==> config.mk <==
export PLATFORM = sky130hd
export DESIGN_NAME = mem_port_arbiter
export DESIGN_NICKNAME = d
export VERILOG_FILES = /design/src/rtl/mem_port_arbiter.sv
export SDC_FILE = /design/constraint.sdc
export NUM_CORES = 1
export LEC_CHECK = 0
export ABC_AREA = 1
export CAP_MARGIN = 20
export CELL_PAD_IN_SITES_DETAIL_PLACEMENT = 0
export CELL_PAD_IN_SITES_GLOBAL_PLACEMENT = 1
export CORE_UTILIZATION = 23
export DETAILED_ROUTE_END_ITERATION = 10
export MAX_ROUTING_LAYER = met4
export PLACE_DENSITY = 0.83
export SYNTH_ARGS = -nofsm -noshare
export SYNTH_HDL_FRONTEND = slang
export SYNTH_SLANG_ARGS = --single-unit
==> constraint.sdc <==
create_clock -name clk -period 4.1 [get_ports clk]
set_input_delay 0.82 -clock clk [delete_from_list [all_inputs] [get_ports clk]]
set_output_delay 0.82 -clock clk [all_outputs]
set_load 0.01 [all_outputs]
==> src/rtl/mem_port_arbiter.sv <==
`timescale 1ns/1ps
// mem_port_arbiter
// Shares one single-port memory between the IF-stage fetch port and the
// MEM-stage data port. Each access runs request -> grant -> response, and
// only one transaction is outstanding at a time. Data normally wins a
// conflict; fetch is forced through after MAX_STARVE consecutive data wins
// taken while fetch was waiting.
//
// Ports
//   clk, reset                  clock, synchronous active-low reset
//   if_req/if_addr              fetch request (held until if_rvalid)
//   if_rdata/if_rvalid/if_stall fetch response and stall to hazard unit
//   d_req/d_we/d_be/d_addr/d_wdata  data request (held until d_rvalid)
//   d_rdata/d_rvalid/d_stall    data response / store ack, stall
//   m_req/m_we/m_be/m_addr/m_wdata  memory request, payload registered
//   m_gnt/m_rvalid/m_rdata      memory handshake and response
//
// Optional feature macro: ARB_PERF_CNT_EN adds perf_conflict_cnt and
// perf_busy_cnt (free-running 32-bit counters, wrap, reset to 0).
module mem_port_arbiter #(
  parameter int ADDR_W     = 32,
  parameter int DATA_W     = 32,
  parameter int MAX_STARVE = 3
) (
  input  logic                clk,
  input  logic                reset,
  input  logic                if_req,
  input  logic [ADDR_W-1:0]   if_addr,
  output logic [DATA_W-1:0]   if_rdata,
  output logic                if_rvalid,
  output logic                if_stall,
  input  logic                d_req,
  input  logic                d_we,
  input  logic [DATA_W/8-1:0] d_be,
  input  logic [ADDR_W-1:0]   d_addr,
  input  logic [DATA_W-1:0]   d_wdata,
  output logic [DATA_W-1:0]   d_rdata,
  output logic                d_rvalid,
  output logic                d_stall,
  output logic                m_req,
  output logic                m_we,
  output logic [DATA_W/8-1:0] m_be,
  output logic [ADDR_W-1:0]   m_addr,
  output logic [DATA_W-1:0]   m_wdata,
  input  logic                m_gnt,
  input  logic                m_rvalid,
  input  logic [DATA_W-1:0]   m_rdata
`ifdef ARB_PERF_CNT_EN
  ,
  output logic [31:0]         perf_conflict_cnt,
  output logic [31:0]         perf_busy_cnt
`endif
);

  typedef enum logic [1:0] {IDLE, ISSUE, RESP} state_t;

  state_t     state, state_nx;
  logic       owner_d;      // 1: data port owns the memory, 0: fetch
  logic [3:0] starve_cnt;
  logic       any_req;
  logic       starved;
  logic       fetch_win;
  logic       resp;

  assign any_req   = if_req | d_req;
  assign starved   = (starve_cnt == 4'(MAX_STARVE));
  assign fetch_win = if_req & (~d_req | starved);

  always_comb begin
    state_nx = state;
    case (state)
      IDLE:    if (any_req)  state_nx = ISSUE;
      ISSUE:   if (m_gnt)    state_nx = RESP;
      RESP:    if (m_rvalid) state_nx = IDLE;
      default:               state_nx = IDLE;
    endcase
  end

  // A response is only meaningful in RESP; m_rvalid anywhere else
  // (including the grant cycle) is dropped here.
  always_comb begin
    resp      = (state == RESP) & m_rvalid;
    m_req     = (state == ISSUE);
    if_rvalid = resp & ~owner_d;
    d_rvalid  = resp &  owner_d;
    if_rdata  = if_rvalid ? m_rdata : '0;
    d_rdata   = d_rvalid  ? m_rdata : '0;
    if_stall  = if_req & ~if_rvalid;
    d_stall   = d_req  & ~d_rvalid;
  end

  always_ff @(posedge clk) begin
    if (!reset) begin
      state      <= IDLE;
      starve_cnt <= 4'd0;
      owner_d    <= 1'b0;
      m_we       <= 1'b0;
      m_be       <= '0;
      m_addr     <= '0;
      m_wdata    <= '0;
    end else begin
      state <= state_nx;
      if (state == IDLE && any_req) begin
        if (fetch_win) begin
          owner_d    <= 1'b0;
          m_we       <= 1'b0;
          m_be       <= '1;
          m_addr     <= if_addr;
          m_wdata    <= '0;
          starve_cnt <= 4'd0;
        end else begin
          owner_d <= 1'b1;
          m_we    <= d_we;
          m_be    <= d_be;
          m_addr  <= d_addr;
          m_wdata <= d_wdata;
          // Only wins taken over a waiting fetch count toward starvation.
          if (if_req && starve_cnt < 4'(MAX_STARVE))
            starve_cnt <= starve_cnt + 4'd1;
        end
      end
    end
  end

`ifdef ARB_PERF_CNT_EN
  always_ff @(posedge clk) begin
    if (!reset) begin
      perf_conflict_cnt <= 32'd0;
      perf_busy_cnt     <= 32'd0;
    end else begin
      if (if_req && d_req) perf_conflict_cnt <= perf_conflict_cnt + 32'd1;
      if (state != IDLE)   perf_busy_cnt     <= perf_busy_cnt + 32'd1;
    end
  end
`endif

endmodule

==> qor.yml <==
logic_synthesis:
  syn_nets: 737
  syn_area_um2: 3740
  synth.distinct_cells: 17
  yosysWarningCount: 0
  ys_ff_latch: 76
  syn_inst: 597
  synth-seq-area-share: 0.407
  synth.avg_cell_area_um2: 6.26
clock_network:
  clk_latency_ns: 0.34
  cts.repair.resized: 0
  cts_buffers: 9
  clk_pin_slew_ns: 0.06
  cts_setup_buffers: 0
  cts_tree: "yes"
  root_buffer: "clkbuf_16"
  cts_max_path_buffers: 2
  clock-sinks: 76
  htree_levels: 3
  ctsHoldBuffers: 0
sta:
  rsz0062_at_grt: "false"
  slew_viol_final: 0
  skew_ns: 0.00725
  tightest_slew_ns: 1.02
  fin_tns_setup_ns: 0
  finalSetupViolations: 0
  max_freq_ghz: 0.276
  post-route-period-util: 0.885
  fin_crit_ns: 3.63
  hold_viol: 0
  slew-limit-headroom: 0.320
floorplan:
  die_x_um: 129
  num_rows: 46
  dieHeight_um: 129
  die_area_um2: 16800
  pin_count: 277
  core_um2: 15900
  start_util: 0.235
route:
  via_count: 4502
  drc: 0
  vias_per_cell: 4.19
  avgRoutedWirePerCell_um: 13.8
  ant_nets: 0
  drtIter0Drc: 253
  dr.pass1.iters: 4
  routed_wl_mm: 14.8
pwr:
  seq_power_share: 0.386
  p_leak_nw: 3.09
  intPower_w: 0.00155
  switching_power_w: 0.000647
  swShare: 0.295
  cellPowerDensity_nw_per_um2: 316
  share_comb_of_total_power: 0.278
  ir_worst_vdd_mv: 0.173
  p_clk_frac: 0.336
worst_setup_path:
  startpoint_type: "input port"
  worst-path-max-fanout: 32
  r2r_slack_ns: 2.06
  cp.required_ns: 3.28
  end_kind: "output pin"
  path_class: "in2out"
  critPathArrivalTime_ns: 2.81
global_route:
  overflow: 0
  grt_usage: 0.177
  grt_max_degree: 43
  grt_pass1_vias: 4069
  antenna_found_initial: 1
  grt_pass1_wl_mm: 21.8
placement:
  postPlaceCellArea_um2: 6670
  gp_congestion: 0.757
  dp_hpwl_mm: 10.9
  port_buffers: 276
final_layout:
  utilization: 0.437
  layout.nets: 992
  design_area_um2: 6950
  area_growth_pct: 85.9
  drive_gt1_frac: 0.0362
  fillers: 1689
run_status:
  status: "finished clean"
job:
  drv_cap: 0
min_path:
  min_path_type: "reg2reg"
-- flip-flops by register name, summed over array words and instances (netlist names) --
signal and cells:
m_we 1, owner_d 1, starve_cnt 4, m_addr 32, m_wdata 32, m_be 4
state 2
-- worst paths after layout --
check | from | to | depth (start not counted)
worst max-delay path | m_rvalid | if_rdata[15] | 6
worst min-delay path | m_wdata[12] | m_wdata[12] | 2
worst max register to register | starve_cnt[3] | m_addr[27] | 7
worst min register to register | m_wdata[12] | m_wdata[12] | 2
-- cell type report --
| type | instances | area (um^2) | share of cell area |
|---|---|---|---|
| inverter | 84 | 315 | 0.0454 |
| timing repair buffer | 285 | 2840 | 0.409 |
| tap | 216 | 270 | 0.0389 |
| sequential | 76 | 1520 | 0.219 |
| multi-input combinational | 396 | 1720 | 0.248 |
| clock inverter | 7 | 48.8 | 0.00702 |
| clock buffer | 9 | 225 | 0.0324 |
| antenna | 1 | 2.50 | 0.000360 |
-- cells in the final DEF (no fill, tap or decap), drive strengths merged --
cell / netlist / routed
clkdlybuf4s50: 0 / 276
clkinv: 0 / 4
a21oi: 43 / 43
nand2: 109 / 109
diode: 0 / 1
dfxtp: 76 / 76
clkbuf: 17 / 9
ha: 1 / 1
o21ai: 6 / 6
nand3: 99 / 99
nor2: 137 / 137
buf: 24 / 9
nand3b: 1 / 1
clkinvlp: 0 / 1
inv: 84 / 86
-- metal layers --
metal  vias up  wire length (um)  share of wire  GRT usage
met5         -                 0              0          -
met4         0               165          0.011     0.0554
met3        11              1080          0.073     0.0475
met2       183              7680           0.52      0.330
met1      1969              5880           0.40      0.180
li1       2339                 -              -          -
-- power groups by stage --
stage	registers, W	clock network [W]	logic, W
global placement	0.000860	0	0.000617
finish	0.000846	0.000738	0.000610
global route	0.000854	0.000795	0.000672
CTS	0.000846	0.000774	0.000619
detailed placement	0.000862	0	0.000616
floorplan	0.000893	0	0.000241
-- critical path, cell delays in order --
cell and delay, ns:
clkdlybuf4s50_1 0.47, nand3_1 0.09, nor2_1 0.18, inv_1 0.42, nor2_1 0.25, clkdlybuf4s50_1 0.58
-- cells by family (layout without fill, tap and decap cells) --
| family | after synthesis | count (layout) | synth area share |
|---|---|---|---|
| other cells | 0 | 1 | 0 |
| buf+inv | 125 | 385 | 0.139 |
| simple gates | 346 | 346 | 0.382 |
| fa+ha+maj | 1 | 1 | 0.00335 |
| compound gates | 49 | 49 | 0.0686 |
| flops | 76 | 76 | 0.407 |
-- through the flow --
stage / power (W) / hold WS [ns] / instances / setup slack [ns]
after detailed placement: 0.00148 / 0.458 / 1057 / 0.463
after CTS: 0.00224 / 0.467 / 1073 / 0.463
after global routing: 0.00232 / 0.477 / 1074 / 0.261
after global placement: 0.00148 / 0.452 / 1057 / 0.569
final: 0.00219 / 0.465 / 1074 / 0.473
after floorplan: 0.00113 / 0.430 / 597 / 1.62
-- Yosys cell counts --
library cell	instances	area, um^2
ha_1	1	12.5
nand3b_1	1	7.51
inv_2	1	3.75
buf_4	5	37.5
o21ai_2	2	17.5
dfxtp_1	76	1520
a21oi_2	1	8.76
buf_1	3	11.3
inv_1	83	312
nand3_1	99	495
nor2_1	137	514
buf_6	2	22.5
o21ai_0	4	20.0
a21oi_1	42	210
nand2_1	109	409
buf_2	14	70.1
clkbuf_1	17	63.8
(Power assumes the default switching activity.)
==> variant 1 (same flow settings) <==
One comparison of `starve_cnt` changes from == to >=.
--- a/src/rtl/mem_port_arbiter.sv
+++ b/src/rtl/mem_port_arbiter.sv
@@ -65,3 +65,3 @@
   assign any_req   = if_req | d_req;
-  assign starved   = (starve_cnt == 4'(MAX_STARVE));
+  assign starved   = (starve_cnt >= 4'(MAX_STARVE));
   assign fetch_win = if_req & (~d_req | starved);
Check against the original RTL: no difference found for any inputs over 10 cycles, from zero or initial values and one cycle with reset low; that may be too few to reach the edited logic, so the function may still have changed.
==> variant 1 against the original RTL <==
Final cell count unchanged. Critical path type unchanged. Combinational power grew 3.8%. Wire length grew 1.3%. Worst setup slack worse by 26 ps. Largest power group unchanged. Design area up 2.3%. Count of clock-buffer cells in the layout stayed put. Worst hold slack got worse by 27 ps. Area after synthesis is 6.2% higher. Sequential cell count unchanged. Die area is 6.1% higher. Utilization shrank 1.2 points. Total power is 2.2% higher. Via count rose by 0.36%. Fmax fell by 0.72%.
==> variant 1: results (changes against the original RTL) <==
[run_status]
status = finished, final reports clean

[setup_path]
endpoint = if_rdata[9]
r2r_start = starve_cnt[0]
slowest_delay_ps = 560  ; -20 ps
critPathTopFamily = buffers and inverters
cp_data_arrival_time_ps = 2830  ; +20 ps
r2r-end = m_wdata[6]

[global_route]
grtUsageMet3 = 0.0434  ; -0.00410
grt_antenna_before_repair = 0  ; -1
track_usage = 0.173  ; -0.00467
grt_max_degree = 54  ; +26%
grt_pass1_vias = 4161  ; +2.3%
grt_first_pass_wirelength_mm = 22.7  ; +4.2%
grtUsageMet1 = 0.183  ; +0.00321

[placement]
place_hpwl_mm = 11.1  ; +1.9%
gp_congestion = 0.749  ; -0.99%

[route]
drt_iter0_drc = 166  ; -34%
via_per_inst = 4.21  ; +0.36%
totalWireLength_mm = 15.0  ; +1.3%

[timing]
tightest_slew_ps = 988  ; -28.2 ps
fin_skew_ps = 9.23  ; +1.98 ps

[final_layout]
drive_gt1_frac = 0.0843  ; +0.0481
fill_cells = 1771  ; +4.9%
nets = 989  ; -0.30%

[logic_synthesis]
synth_fa_ha_area_frac = 0.00315  ; -0.000196
synth_cell_types = 22  ; +5
synthTopCellsByArea = dfxtp_1, nor2_1, nand2_1
synth_compound_area_frac = 0.0823  ; +0.0136
yosysSeqAreaShare = 0.383  ; -0.0239

[hold_path]
timing.hold.worst.start = starve_cnt[2]
hold_end = starve_cnt[2]

[power]
ir_drop_uv = 151  ; -13%
switching_share = 0.304  ; +0.00922
p_leak_nw = 3.11  ; +0.80%

variant 1: cell types whose count changed in the layout (fill, tap and decap cells not counted), moves of 2 or more:
cell	unedited run	this run
a21oi_1	42	22
a21oi_2	0	20
buf_4	8	6
nand2_4	0	2
nand3_1	99	79
nand3_2	0	20
nor2_1	137	135
variant 1: layout make-up:
class / instances / share of cell area
flip-flops and latches: 76 / 0.214
inverters: 84 / 0.0445
repair buffers: 283 / 0.397
well taps: 220 / 0.0387
clock inverters: 7 / 0.00810
clock buffers: 9 / 0.0317
multi-input cells: 395 / 0.266
variant 1: worst min-delay path, delay by kind of cell, from the launching register on:
kind             cells  cell delay (ps)
and+or+nand+nor      2               80
DFF                  1              310
variant 1: per-stage QoR:
stage                      util  instances  instance area, sq um  worst slack, ps  hold WS, ps
final                     0.426       1074                  7110              447          438
after global routing      0.426       1074                  7110              221          460
after CTS                 0.426       1074                  7110              435          442
after detailed placement  0.409       1058                  6830              436          431
after floorplan               -        597                  3970             1620          415
after global placement    0.409       1058                  6830              440          427
variant 1: power by group through the flow:
stage	logic (W)	registers (W)	clock network, W
after detailed placement	0.000640	0.000862	0
after global placement	0.000639	0.000860	0
after CTS	0.000644	0.000846	0.000796
final	0.000633	0.000845	0.000763
after floorplan	0.000272	0.000892	0
after global routing	0.000698	0.000853	0.000824
variant 1: cell families after synthesis:
logic type / after synthesis
AO/OA/AOI/OAI: 48
adder cells (fa/ha/maj): 1
buffers and inverters: 126
flip-flops: 76
AND/OR/NAND/NOR: 346
variant 1: per-layer routing:
| layer | share of wire | wire, um |
|---|---|---|
| met3 | 0.077 | 1150 |
| met2 | 0.51 | 7620 |
| met1 | 0.40 | 6070 |
| met5 | 0 | 0 |
| met4 | 0.010 | 157 |
==> variant 2 (config.mk and constraints unchanged) <==
Without the edit above. Set the parameter `ADDR_W` to 36 (it was 32).
--- a/src/rtl/mem_port_arbiter.sv
+++ b/src/rtl/mem_port_arbiter.sv
@@ -20,3 +20,3 @@
 module mem_port_arbiter #(
-  parameter int ADDR_W     = 32,
+  parameter int ADDR_W     = 36,
   parameter int DATA_W     = 32,
Interface: changed (resized d_addr, if_addr and m_addr); port bits go from 277 to 289. No check against the original RTL was run, so the function may have changed too.
==> variant 2 against the original RTL <==
Critical path type unchanged. Area after synthesis grew 5.5%. Non-clock buffer count up 13. Register-to-register slack gained 150 ps. Worst setup slack improved by 150 ps. Wire length fell by 1.1%. Design area is 5.6% higher. Sequential cell count grew 4. Total power increased by 8.7%.
==> variant 2: results (changes against the original RTL) <==
[timing]
slew-limit-headroom = 0.681  ; +0.362
worst_slack_ps = 623  ; +149 ps
fin_skew_ps = 8.01  ; +0.756 ps
finalHoldWorstSlack_ps = 462  ; -3.20 ps
timing.fmax_ghz = 0.288  ; +4.3%

[setup_path]
reg2reg_slack_ps = 2210  ; +150 ps
r2r-end = m_be[2]
endpoint = if_rdata[28]
r2r_start = starve_cnt[0]

[logic_synthesis]
syn-num-nets = 780  ; +5.8%
synth.top_cells.by_count = nor2_1, nand2_1, nand3_1
synth_compound_area_frac = 0.0660  ; -0.00262
synth_fa_ha_area_frac = 0.00317  ; -0.000174
synth_area_per_cell_sq_um = 6.24  ; -0.35%
synthTopCellsByArea = dfxtp_1, nor2_1, nand3_1
yosys_register_bits = 80  ; +5.3%

[placement]
place_area_sq_um = 7020  ; +5.3%
dp_slack_ps = 604  ; +141 ps
gp_congestion = 0.750  ; -0.86%
place_hpwl_mm = 10.6  ; -3.2%

[global_route]
grt_pass1_vias = 4371  ; +7.4%
grt_first_pass_wirelength_mm = 22.6  ; +3.7%

[power]
p_leak_nw = 3.27  ; +5.8%
ir_drop_uv = 188  ; +8.8%

[route]
via_per_inst = 4.24  ; +1.2%
drt_iter0_drc = 177  ; -30%

[final_layout]
n_all_buffers = 298  ; +4.6%
drive_gt1_frac = 0.0377  ; +0.00148
synthToLayoutAreaGrowth_pct = 86.0  ; about the same
multi_input_area_share = 0.250  ; +0.00213
fill_cells = 1717  ; +1.7%
clock_area_frac = 0.0423  ; +0.00287
antennaDiodeCount = 0  ; -1
fin_cells = 1123  ; +4.6%
nets = 1046  ; +5.4%
buf_share = 0.407  ; -0.00247

[hold_path]
hold_end = m_wdata[27]

[run_status]
status = finished, final reports clean

[variant 2: changes by cell type in the layout (fill, tap and decap cells not counted), sizes merged, moves of 2 or more]
cell / change
clkdlybuf4s50: +12
clkinv: -3
dfxtp: +4
inv: +5
nand2: +8
nand3: +8
nand4: +2
nor2: +7
[variant 2: critical path: stages]
cell and delay (ps):
clkdlybuf4s50_1 480, nand3_1 110, nor2_1 180, inv_1 60, buf_4 230, nor2_1 200, clkdlybuf4s50_1 570
[variant 2: power by group]
group / internal [W] / switching [W]
Sequential: 0.000854 / 0.0000369
Clock: 0.000485 / 0.000361
Combinational: 0.000348 / 0.000299
Total: 0.00169 / 0.000698
[variant 2: per-layer routing]
layer  wire length, um  GRT usage  vias up
met4               193     0.0517        0
li1                  -          -     2470
met2              7080      0.287      181
met1              6250      0.190     2096
met3              1110     0.0475       15
met5                 0          -        -
